`config.mk`:
```
export PLATFORM = sky130hd
export DESIGN_NAME = cla_div_clk
export DESIGN_NICKNAME = d
export VERILOG_FILES = /design/src/rtl/cla_div_pkg.sv /design/src/rtl/cla32.sv /design/src/rtl/cla_div_clk.sv
export SDC_FILE = /design/constraint.sdc
export NUM_CORES = 1
export LEC_CHECK = 0
export ABC_AREA = 0
export BUFFER_PORTS_ARGS = -buffer_cell sky130_fd_sc_hd__buf_2
export CAP_MARGIN = 20
export CELL_PAD_IN_SITES_DETAIL_PLACEMENT = 0
export CELL_PAD_IN_SITES_GLOBAL_PLACEMENT = 1
export CORE_MARGIN = 5
export CORE_UTILIZATION = 47
export DETAILED_ROUTE_END_ITERATION = 16
export PLACE_DENSITY = 0.92
export SYNTH_ARGS = -nofsm -noshare
export SYNTH_HDL_FRONTEND = slang
export SYNTH_SLANG_ARGS = --single-unit
export TNS_END_PERCENT = 20
```
`constraint.sdc`:
```
create_clock -name clock -period 17.9 [get_ports clock]
set_input_delay 3.58 -clock clock [delete_from_list [all_inputs] [get_ports clock]]
set_output_delay 3.58 -clock clock [all_outputs]
set_load 0.05 [all_outputs]
```
`src/rtl/cla_div_pkg.sv`:
```
// Shared types and constants for the cla_div_clk sequential divider.
// Optional two's complement mode is selected with CLA_DIV_SIGNED_EN.
package cla_div_pkg;

    localparam int WIDTH = 32;
    localparam int CNT_W = 5;
    localparam logic [WIDTH-1:0] DIV0_QUOTIENT = 32'hFFFFFFFF;

    typedef enum logic [1:0] {
        IDLE = 2'd0,
        CALC = 2'd1,
        DONE = 2'd2
    } state_t;

    // Magnitude of a two's complement value; 0x80000000 maps to itself,
    // which is still correct when read as an unsigned magnitude.
    function automatic logic [WIDTH-1:0] abs_val(input logic [WIDTH-1:0] x);
        return x[WIDTH-1] ? (~x + 1'b1) : x;
    endfunction

endpackage

```
`src/rtl/cla32.sv`:
```
// 32-bit carry-lookahead adder: 4-bit lookahead groups with a group carry chain.
// Purely combinational; used as the trial subtractor of cla_div_clk.
module cla32 (
    input  logic [31:0] a,
    input  logic [31:0] b,
    input  logic        ci,
    output logic [31:0] s,
    output logic        co
);

    logic [31:0] gen;
    logic [31:0] prop;
    logic [31:0] carry;
    logic [8:0]  grp_c;
    logic [7:0]  grp_g;
    logic [7:0]  grp_p;

    assign gen  = a & b;
    assign prop = a ^ b;

    always_comb begin
        grp_g = '0;
        grp_p = '0;
        grp_c = '0;
        grp_c[0] = ci;
        for (int g = 0; g < 8; g++) begin
            grp_g[g] = gen[4*g+3]
                     | (prop[4*g+3] & gen[4*g+2])
                     | (prop[4*g+3] & prop[4*g+2] & gen[4*g+1])
                     | (prop[4*g+3] & prop[4*g+2] & prop[4*g+1] & gen[4*g]);
            grp_p[g] = &prop[4*g +: 4];
            grp_c[g+1] = grp_g[g] | (grp_p[g] & grp_c[g]);
        end
    end

    // Bit carries inside each group derive from that group's lookahead carry-in.
    always_comb begin
        carry = '0;
        for (int g = 0; g < 8; g++) begin
            carry[4*g]   = grp_c[g];
            carry[4*g+1] = gen[4*g] | (prop[4*g] & grp_c[g]);
            carry[4*g+2] = gen[4*g+1] | (prop[4*g+1] & gen[4*g])
                         | (prop[4*g+1] & prop[4*g] & grp_c[g]);
            carry[4*g+3] = gen[4*g+2] | (prop[4*g+2] & gen[4*g+1])
                         | (prop[4*g+2] & prop[4*g+1] & gen[4*g])
                         | (prop[4*g+2] & prop[4*g+1] & prop[4*g] & grp_c[g]);
        end
    end

    assign s  = prop ^ carry;
    assign co = grp_c[8];

endmodule

```
`src/rtl/cla_div_clk.sv`:
```
// Sequential 32-bit restoring divider, one quotient bit per clock, using cla32 as trial subtractor.
// Define CLA_DIV_SIGNED_EN for two's complement operands; default build is unsigned only.
module cla_div_clk
    import cla_div_pkg::*;
(
    input  logic        clock,
    input  logic        reset,
    input  logic        start,
    input  logic [31:0] dividend,
    input  logic [31:0] divisor,
    output logic        busy,
    output logic        done,
    output logic [31:0] quotient,
    output logic [31:0] remainder,
    output logic        div_by_zero,
    output logic [1:0]  state_dbg
);

    // Handshake: start is a request with no ready, taken only when busy is low
    // (IDLE); done is a one-cycle strobe, results hold until the next done.

    state_t             state;
    logic [CNT_W-1:0]   cnt;
    logic [WIDTH-1:0]   rem_q;
    logic [WIDTH-1:0]   quo_q;
    logic [WIDTH-1:0]   dvs_q;
    logic               div0_q;

    logic [WIDTH-1:0]   rem_sh;
    logic [WIDTH-1:0]   dvs_n;
    logic [WIDTH-1:0]   trial_s;
    logic               trial_co;
    logic               take;
    logic [WIDTH-1:0]   rem_next;
    logic [WIDTH-1:0]   quo_next;
    logic [WIDTH-1:0]   q_out;
    logic [WIDTH-1:0]   r_out;
    logic [WIDTH-1:0]   div0_rem;
    logic [WIDTH-1:0]   dividend_mag;
    logic [WIDTH-1:0]   divisor_mag;

    // Bit shifted out of rem is the 33rd trial bit; when set the trial always fits.
    assign rem_sh   = {rem_q[WIDTH-2:0], quo_q[WIDTH-1]};
    assign dvs_n    = ~dvs_q;
    assign take     = trial_co | rem_q[WIDTH-1];
    assign rem_next = take ? trial_s : rem_sh;
    assign quo_next = {quo_q[WIDTH-2:0], take};

    cla32 u_trial (
        .a  (rem_sh),
        .b  (dvs_n),
        .ci (1'b1),
        .s  (trial_s),
        .co (trial_co)
    );

`ifdef CLA_DIV_SIGNED_EN
    logic             neg_q;
    logic             neg_r;
    logic [WIDTH-1:0] orig_q;

    assign dividend_mag = abs_val(dividend);
    assign divisor_mag  = abs_val(divisor);
    assign q_out        = neg_q ? (~quo_next + 1'b1) : quo_next;
    assign r_out        = neg_r ? (~rem_next + 1'b1) : rem_next;
    assign div0_rem     = orig_q;

    always_ff @(posedge clock or posedge reset) begin
        if (reset) begin
            neg_q  <= 1'b0;
            neg_r  <= 1'b0;
            orig_q <= '0;
        end else if (state == IDLE && start) begin
            neg_q  <= dividend[WIDTH-1] ^ divisor[WIDTH-1];
            neg_r  <= dividend[WIDTH-1];
            orig_q <= dividend;
        end
    end
`else
    assign dividend_mag = dividend;
    assign divisor_mag  = divisor;
    assign q_out        = quo_next;
    assign r_out        = rem_next;
    // No iterations run on divide by zero, so quo_q still holds the dividend.
    assign div0_rem     = quo_q;
`endif

    assign state_dbg = state;

    always_ff @(posedge clock or posedge reset) begin
        if (reset) begin
            state       <= IDLE;
            cnt         <= '0;
            rem_q       <= '0;
            quo_q       <= '0;
            dvs_q       <= '0;
            div0_q      <= 1'b0;
            busy        <= 1'b0;
            done        <= 1'b0;
            quotient    <= '0;
            remainder   <= '0;
            div_by_zero <= 1'b0;
        end else begin
            done <= 1'b0;
            case (state)
                IDLE: begin
                    if (start) begin
                        rem_q  <= '0;
                        quo_q  <= dividend_mag;
                        dvs_q  <= divisor_mag;
                        cnt    <= '0;
                        div0_q <= (divisor == '0);
                        busy   <= 1'b1;
                        state  <= CALC;
                    end
                end
                CALC: begin
                    if (div0_q) begin
                        quotient    <= DIV0_QUOTIENT;
                        remainder   <= div0_rem;
                        div_by_zero <= 1'b1;
                        done        <= 1'b1;
                        state       <= DONE;
                    end else begin
                        rem_q <= rem_next;
                        quo_q <= quo_next;
                        cnt   <= cnt + 1'b1;
                        if (cnt == CNT_W'(WIDTH - 1)) begin
                            quotient    <= q_out;
                            remainder   <= r_out;
                            div_by_zero <= 1'b0;
                            done        <= 1'b1;
                            state       <= DONE;
                        end
                    end
                end
                DONE: begin
                    busy  <= 1'b0;
                    state <= IDLE;
                end
                default: state <= IDLE;
            endcase
        end
    end

endmodule
```
==> results of run 1 <==
[per-stage QoR]
stage                     hold WS, ps  utilization (%)  cell area (um2)  instances
after floorplan                   471                -             8610        919
after global placement            444             52.5             9460       1240
after detailed placement          450             52.5             9460       1240
after CTS                         464             55.7            10000       1268
after global routing              488             55.7            10000       1268
final                             458             55.7            10000       1268
[cells by family (layout without fill, tap and decap cells)]
group / count (synthesis) / count (layout)
compound gates: 259 / 259
xor+xnor: 21 / 21
fa+ha+maj: 42 / 42
buf+inv: 96 / 216
flops: 171 / 171
mux: 31 / 31
simple gates: 299 / 299
[worst max-delay path: stages]
cell,delay (ps)
buf_2,120
inv_6,610
buf_4,840
[routing by layer]
metal	up-vias	share of wire, %
met2	198	48
met5	-	0
met4	0	1.9
li1	3400	-
met3	33	5.6
met1	3503	45
[flip-flops by register name (all words and copies together), names as in the netlist]
signal       flops
div_by_zero      1
cnt              5
rem_q           32
div0_q           1
state_dbg        2
busy             1
remainder       32
done             1
quotient        32
dvs_q           32
div0_rem        32
[path summary, 6_finish.rpt]
check	startpoint	depth (start not counted)	endpoint	slack, ps
min	quotient[7]	2	quotient[7]	460
max	reset	3	quotient[8]	13060
max reg2reg	rem_q[8]	11	remainder[0]	14430
min reg2reg	quotient[7]	2	quotient[7]	460
min in group asynchronous	reset	2	quotient[10]	3330
max in group clock	start	6	rem_q[8]	13090
[report_power, final]
| part | internal [mW] | switching (mW) | total, mW |
|---|---|---|---|
| sequential | 0.571 | 0.133 | 0.704 |
| combinational | 0.476 | 0.832 | 1.31 |
| clock | 0.223 | 0.150 | 0.373 |
| total | 1.27 | 1.12 | 2.39 |
[layout by cell type, fill, tap and decap left out, types with 14 or more instances in the layout]
cell / n
mux2i_1: 29
clkbuf_16: 17
o21ai_1: 53
and3_1: 33
o21ai_0: 76
dfrtp_1: 170
inv_1: 43
a22oi_1: 28
buf_2: 135
a21o_1: 14
nor2_1: 20
a21oi_1: 48
ha_1: 35
nand2_1: 192
[cell usage after synthesis (all sizes together), types with 2 or more instances]
| cell | number |
|---|---|
| nand2 | 192 |
| dfrtp | 171 |
| o21ai | 130 |
| a21oi | 49 |
| clkbuf | 45 |
| inv | 44 |
| ha | 35 |
| and3 | 34 |
| mux2i | 29 |
| a22oi | 28 |
| nor2 | 23 |
| a21o | 14 |
| nand3 | 13 |
| xor2 | 13 |
| nor4 | 10 |
| xnor2 | 8 |
| buf | 7 |
| fa | 7 |
| o22ai | 6 |
| a31oi | 5 |
| a22o | 4 |
| nor3 | 4 |
| nand2b | 3 |
| nand3b | 3 |
| nand4 | 3 |
| nor2b | 3 |
| nor3b | 3 |
| o21a | 3 |
| o21bai | 3 |
| a211o | 2 |
| a221o | 2 |
| a2bb2oi | 2 |
| and2 | 2 |
| mux2 | 2 |
| o41ai | 2 |
| or3 | 2 |
| or4 | 2 |
[layout make-up]
cell class | instances | area, um2 | area share [%]
sequential | 171 | 4280 | 42.6
clock inverter | 8 | 121 | 1.21
timing repair buffer | 144 | 743 | 7.40
clock buffer | 20 | 457 | 4.55
inverter | 44 | 170 | 1.70
tap | 229 | 287 | 2.85
multi-input combinational | 652 | 3980 | 39.6
==> flow_summary.ini, run 1 <==
[synthesis]
synth_top_area_cell = dfrtp_1
synth.top_cell.area_share_pct = 49.7
synth_xor_area_share_pct = 2.14
async_flop_share_pct = 100
yosysSeqAreaShare_pct = 49.7
synthMuxAreaShare_pct = 3.72
synth_nets = 1028
ys_warn_count = 0
postSynthAreaPerCell_um2 = 9.37
yosys_register_bits = 171
synth_area_leaders = dfrtp_1 (50%), nand2_1 (8.4%), ha_1 (5.1%)
synth-compound-area-share_pct = 17.8
syn_area_um2 = 8610
synthDistinctLibCells = 54
synth_top_family_by_area = compound AO/OA/AOI/OAI gates
synth_edf_count = 0
yosys.area_share.simple_pct = 15.4
syn_inst = 919
ys.flop_type = dfrtp_1
synthAdderAreaFrac_pct = 6.71

[timing]
fmax_mhz = 207
worst_slew_pin_slew_ps = 1070
rsz0062_at_grt = false
finalSetupTns_ps = 0
skew_ps = 5.25
finalHoldViolCount = 0
setup_viol_count_final = 0
period_share_pct = 27.0
slew_headroom_pct = 28.7
timing.final.ws_setup_ps = 13060
fin_crit_ps = 4840
report.final.slew_viol_count = 0

[clock_network]
post_cts_buffers = 0
cts_buffers = 17
numClockSinks = 171
cts.path.max_buffers = 2
cts_tree = done
clk_latency_ps = 430
cts-resized-gates = 0
htreeDepth = 4
hold_buffers = 0
clockRootBuffer = clkbuf_16
clkTransAtPathRegs_ps = 60

[die]
dieWidth_um = 145
die-area_um2 = 21100
fp.dieH_um = 145
initial_core_util_pct = 47.8
num_rows = 49
io_pins = 136
coreArea_um2 = 18000

[grt]
grt.busiest_layer = met2
grt.total_usage_pct = 21.8
grt_remaining_overflow = 0
grt_pass1_vias = 7162
met3_usage_pct = 4.42
antenna_found_initial = 0
gr-usage-met2_pct = 35.2
grt_use_met1_pct = 29.9
grt_max_degree = 103
grt_pass1_wl_mm = 37.6

[layout]
nNetsFinal = 1139
diodes = 0
area_delta_synth_final_pct = 16.6
drive_gt1_share_pct = 17.9
num-fill-cells = 1639

[placement]
hpwl_mm = 15.6
io_buffers = 135
pre_cts_slack_ps = 12530
gp_congestion = 0.837

[detailed_routing]
wl_mm = 22.9
firstDrtPassIters = 5
vias_per_cell = 5.63
post_drt_wl_per_cell_um = 18.0
drt-initial-drc-count = 519
dr_total_vias = 7134
antenna_left = 0
drc = 0

[pwr]
powerDensity_nw_per_um2 = 238
power_mw = 2.39
vdd_drop_max_mv = 0.242
leakage_nw = 5.12

[critical_path]
required_ps = 18340
startpoint_type = primary input
arrival_ps = 5280
critPathCaptureType = async pin
cp_max_fo = 102
critical_path_class = primary input to async pin

[status]
outcome = finished clean

[job]
cap_violations = 0

[hold_path]
hold_class = register to register
(Power assumes the default switching activity.)
==> inputs of run 2 (changes only) <==
- CORE_UTILIZATION: 47 -> 44
- PLACE_DENSITY: 0.92 -> 0.88
- clock period: 17.9 -> 4.6 ns (I/O delays scaled with it)
==> flow_summary.ini, run 2 (same netlist as run 1, synthesis figures left out) <==
[status]
outcome = finished clean

[critical_path]
startpoint_type = register
ff2ff_path_depth = 12
crit_slowest_cell = dfrtp_1
path_cells = ha_1, a21o_1, a21o_1, a2bb2oi_1, o221ai_1, a2bb2oi_1, a21boi_2, a21oi_4, buf_4, buf_4, mux2i_1, a221o_1
required_ps = 4910
r2r_setup_slack_ps = 1000
r2r_end = remainder[0]
arrival_ps = 3910
cp_max_fo = 22
max_stage_delay_ps = 410
critPathCaptureType = register
critical_path_class = register to register
worstReg2RegStart = rem_q[20]

[placement]
gp_congestion = 0.852
dp.cells = 1277
dpl_cell_area_um2 = 9520
pre_cts_slack_ps = 1050
io_buffers = 135
hpwl_mm = 15.9

[timing]
period_share_pct = 78.2
fmax_mhz = 278
finalHoldViolCount = 0
hold-worst-slack_ps = 459
slew_headroom_pct = 30.9
report.final.slew_viol_count = 0
rsz0062_at_grt = false
finalSetupTns_ps = 0
setup_viol_count_final = 0
skew_ps = 8.93
fin_crit_ps = 3600
timing.final.ws_setup_ps = 1000
worst_slew_pin_slew_ps = 1040

[layout]
finalNonFillerCells = 1309
area_delta_synth_final_pct = 17.4
diodes = 0
final_area_um2 = 10100
mostFrequentLayoutCell = nand2_1
num-fill-cells = 1807
nNetsFinal = 1140
regArea_um2 = 4280
drive_gt1_share_pct = 18.2
mostFrequentLayoutCells = nand2_1 (192), dfrtp_1 (170), buf_2 (135), o21ai_0 (76), o21ai_1 (53)
multi_input_area_um2 = 3980

[clock_network]
cts_buffers = 17
clockRootBuffer = clkbuf_16
hold_buffers = 0
htreeDepth = 4
cts.path.max_buffers = 2
post_cts_buffers = 0
clk_latency_ps = 430
numClockSinks = 171
clkTransAtPathRegs_ps = 70
cts_tree = done
cts-resized-gates = 0

[die]
io_pins = 136
fp.dieH_um = 150
die-area_um2 = 22500
initial_core_util_pct = 44.5
dieWidth_um = 150
num_rows = 51
coreArea_um2 = 19300

[detailed_routing]
firstDrtPassIters = 5
m1WireLength_mm = 10.1
vias_per_cell = 5.45
top_layer = met4
drt-initial-drc-count = 425
routed-wl-met2_mm = 11.3
wl_mm = 23.3
antenna_left = 0
post_drt_wl_per_cell_um = 17.8
dr_total_vias = 7132
drc = 0
met3_length_mm = 1.41

[hold_path]
hold_class = register to register
whs_endpoint = quotient[27]
min_path_cells = 2
hold_start = quotient[27]

[grt]
grt.total_usage_pct = 21.3
grt_remaining_overflow = 0
grt_pass1_wl_mm = 37.5
grt_max_degree = 172
grt_pass1_vias = 7077
antenna_found_initial = 0

[pwr]
powerDensity_nw_per_um2 = 924
vdd_drop_max_mv = 0.445
leakage_nw = 5.12

[job]
cap_violations = 0
run 2: cell type report:
cell class / count / area share, %
clock buffers: 19 / 4.28
clock inverters: 13 / 1.50
inverters: 44 / 1.67
multi-input cells: 652 / 39.4
flip-flops and latches: 171 / 42.3
well taps: 265 / 3.28
repair buffers: 145 / 7.55
run 2: metrics by stage:
stage / power, mW / util (%)
after floorplan: 6.59 / -
after global placement: 7.77 / 49.3
after detailed placement: 7.90 / 49.3
after CTS: 9.39 / 52.3
after global routing: 10.1 / 52.3
final: 9.34 / 52.3
run 2: how the worst max path moves through the flow:
stage                    from           end  depth (start not counted)
global route        rem_q[16]  remainder[0]                         12
detailed placement  rem_q[20]  remainder[0]                         12
floorplan               reset          busy                          1
global placement    rem_q[18]  remainder[0]                         12
CTS                 rem_q[20]  remainder[0]                         12
finish              rem_q[20]  remainder[0]                         12
run 2: critical path: cells and delay by family (launching register included):
kind                     cells  cell delay, ps
flip-flops                   1             410
AO/OA/AOI/OAI                8            1840
buffers and inverters        2             700
multiplexers                 1             130
adder cells (fa/ha/maj)      1             380
run 2: report_power, final:
| part | leakage, nW | switching [mW] | internal [mW] | total, mW |
|---|---|---|---|---|
| Clock | 0.282 | 0.608 | 0.849 | 1.46 |
| Sequential | 2.16 | 0.486 | 2.22 | 2.71 |
| Combinational | 2.68 | 3.32 | 1.86 | 5.18 |
| Total | 5.12 | 4.41 | 4.93 | 9.34 |
run 2: per-layer routing:
layer	track usage [%]	vias up
met5	0	-
met4	6.82	0
met3	4.88	37
met2	35.0	192
met1	28.1	3482
li1	-	3421
==> inputs of run 3 (changes only) <==
- clock period: 4.6 -> 3.8 ns (I/O delays scaled with it)
==> flow_summary.ini, run 3 (same netlist as run 1, synthesis figures left out) <==
[detailed_routing]
post_drt_wl_per_cell_um = 17.8
drt-initial-drc-count = 457
vias_per_cell = 5.43
dr_total_vias = 7117
firstDrtPassIters = 5
wl_mm = 23.3
drc = 0
antenna_left = 0

[grt]
antenna_found_initial = 0
gr-usage-met2_pct = 35.5
met3_usage_pct = 3.91
grt_pass1_vias = 7056
grt_use_met1_pct = 28.5
grt.total_usage_pct = 21.3
grt_remaining_overflow = 0
grt.busiest_layer = met2
grt_max_degree = 172
grt_pass1_wl_mm = 37.4

[clock_network]
numClockSinks = 171
hold_buffers = 0
cts_tree = done
clk_latency_ps = 440
cts_buffers = 17
cts-resized-gates = 0
clkTransAtPathRegs_ps = 60
post_cts_buffers = 0
htreeDepth = 4
clockRootBuffer = clkbuf_16
cts.path.max_buffers = 2

[critical_path]
critPathCaptureType = register
arrival_ps = 3810
cp_common_cell = a2bb2oi_1
critical_path_class = register to register
crit_slowest_cell = a21oi_4
startpoint_type = register
cp_max_fo = 23
max_stage_delay_ps = 600
required_ps = 4110
path_cells = ha_1, a21o_1, a21oi_1, a2bb2oi_1, o221ai_1, a2bb2oi_1, a21boi_2, a21oi_4, buf_12, mux2i_1, o21ai_1

[placement]
gp_congestion = 0.844
io_buffers = 135
dp.cells = 1278
hpwl_mm = 16.3

[die]
num_rows = 51
coreArea_um2 = 19300
io_pins = 136
initial_core_util_pct = 44.5
die-area_um2 = 22500
dieWidth_um = 150
fp.dieH_um = 150

[timing]
fmax_mhz = 286
report.final.slew_viol_count = 0
hold-worst-slack_ps = 461
finalHoldViolCount = 0
setup_viol_count_final = 0
slew_headroom_pct = 34.0
skew_ps = 13.5
finalSetupTns_ps = 0
fin_crit_ps = 3500
rsz0062_at_grt = false
period_share_pct = 92.1
worst_slew_pin_slew_ps = 989

[layout]
mostFrequentLayoutCell = nand2_1
drive_gt1_share_pct = 18.3
diodes = 0
multi_input_area_um2 = 3980
finalNonFillerCells = 1311
area_delta_synth_final_pct = 17.9
mostFrequentLayoutCells = nand2_1 (192), dfrtp_1 (170), buf_2 (135), o21ai_0 (76), o21ai_1 (53)
regArea_um2 = 4280
nNetsFinal = 1142
num-fill-cells = 1845

[pwr]
powerDensity_nw_per_um2 = 1110
vdd_drop_max_mv = 0.539
power_mw = 11.3
leakage_nw = 5.14

[status]
outcome = finished clean

[hold_path]
hold_class = register to register

[job]
cap_violations = 0
run 3: metrics by stage:
stage / cell area [um2] / util, % / worst slack, ps
2_1_floorplan: 8610 / - / 857
3_3_place_gp: 9540 / 49.4 / 423
3_5_place_dp: 9540 / 49.4 / 344
4_1_cts: 10100 / 52.4 / 316
5_1_grt: 10100 / 52.5 / 122
6_report: 10100 / 52.5 / 298
run 3: worst max-delay path: cells and delay by family, from the launching register on:
kind	cells	cell delay, ps
AOI/OAI and AO/OA	8	1930
adders and majority gates	1	350
buffers and inverters	1	280
DFF	1	420
muxes	1	400
run 3: cell type report:
class | instances | area share, %
Clock buffer | 23 | 4.71
Timing Repair Buffer | 147 | 7.87
Multi-Input combinational cell | 652 | 39.2
Sequential cell | 171 | 42.2
Clock inverter | 9 | 1.11
Inverter | 44 | 1.66
Tap cell | 265 | 3.27
run 3: per-layer routing:
metal,up-vias,part of all wire [%]
met1,3494,44
met5,-,0
met3,28,5.2
li1,3425,-
met4,0,1.5
met2,170,49
run 3: power breakdown:
part | internal, mW | switching [mW] | total, mW
combinational | 2.28 | 3.96 | 6.24
sequential | 2.69 | 0.606 | 3.29
clock | 1.02 | 0.733 | 1.76
total | 5.99 | 5.30 | 11.3
run 3: worst paths after layout:
path | cells past startpoint | slack [ps] | end | start
max reg2reg | 11 | 300 | rem_q[20] | rem_q[18]
min reg2reg | 2 | 460 | quotient[12] | quotient[12]
max | 11 | 300 | rem_q[20] | rem_q[18]
max in group asynchronous | 3 | 2510 | rem_q[23] | reset
min | 2 | 460 | quotient[12] | quotient[12]
min in group asynchronous | 3 | 560 | dvs_q[8] | reset
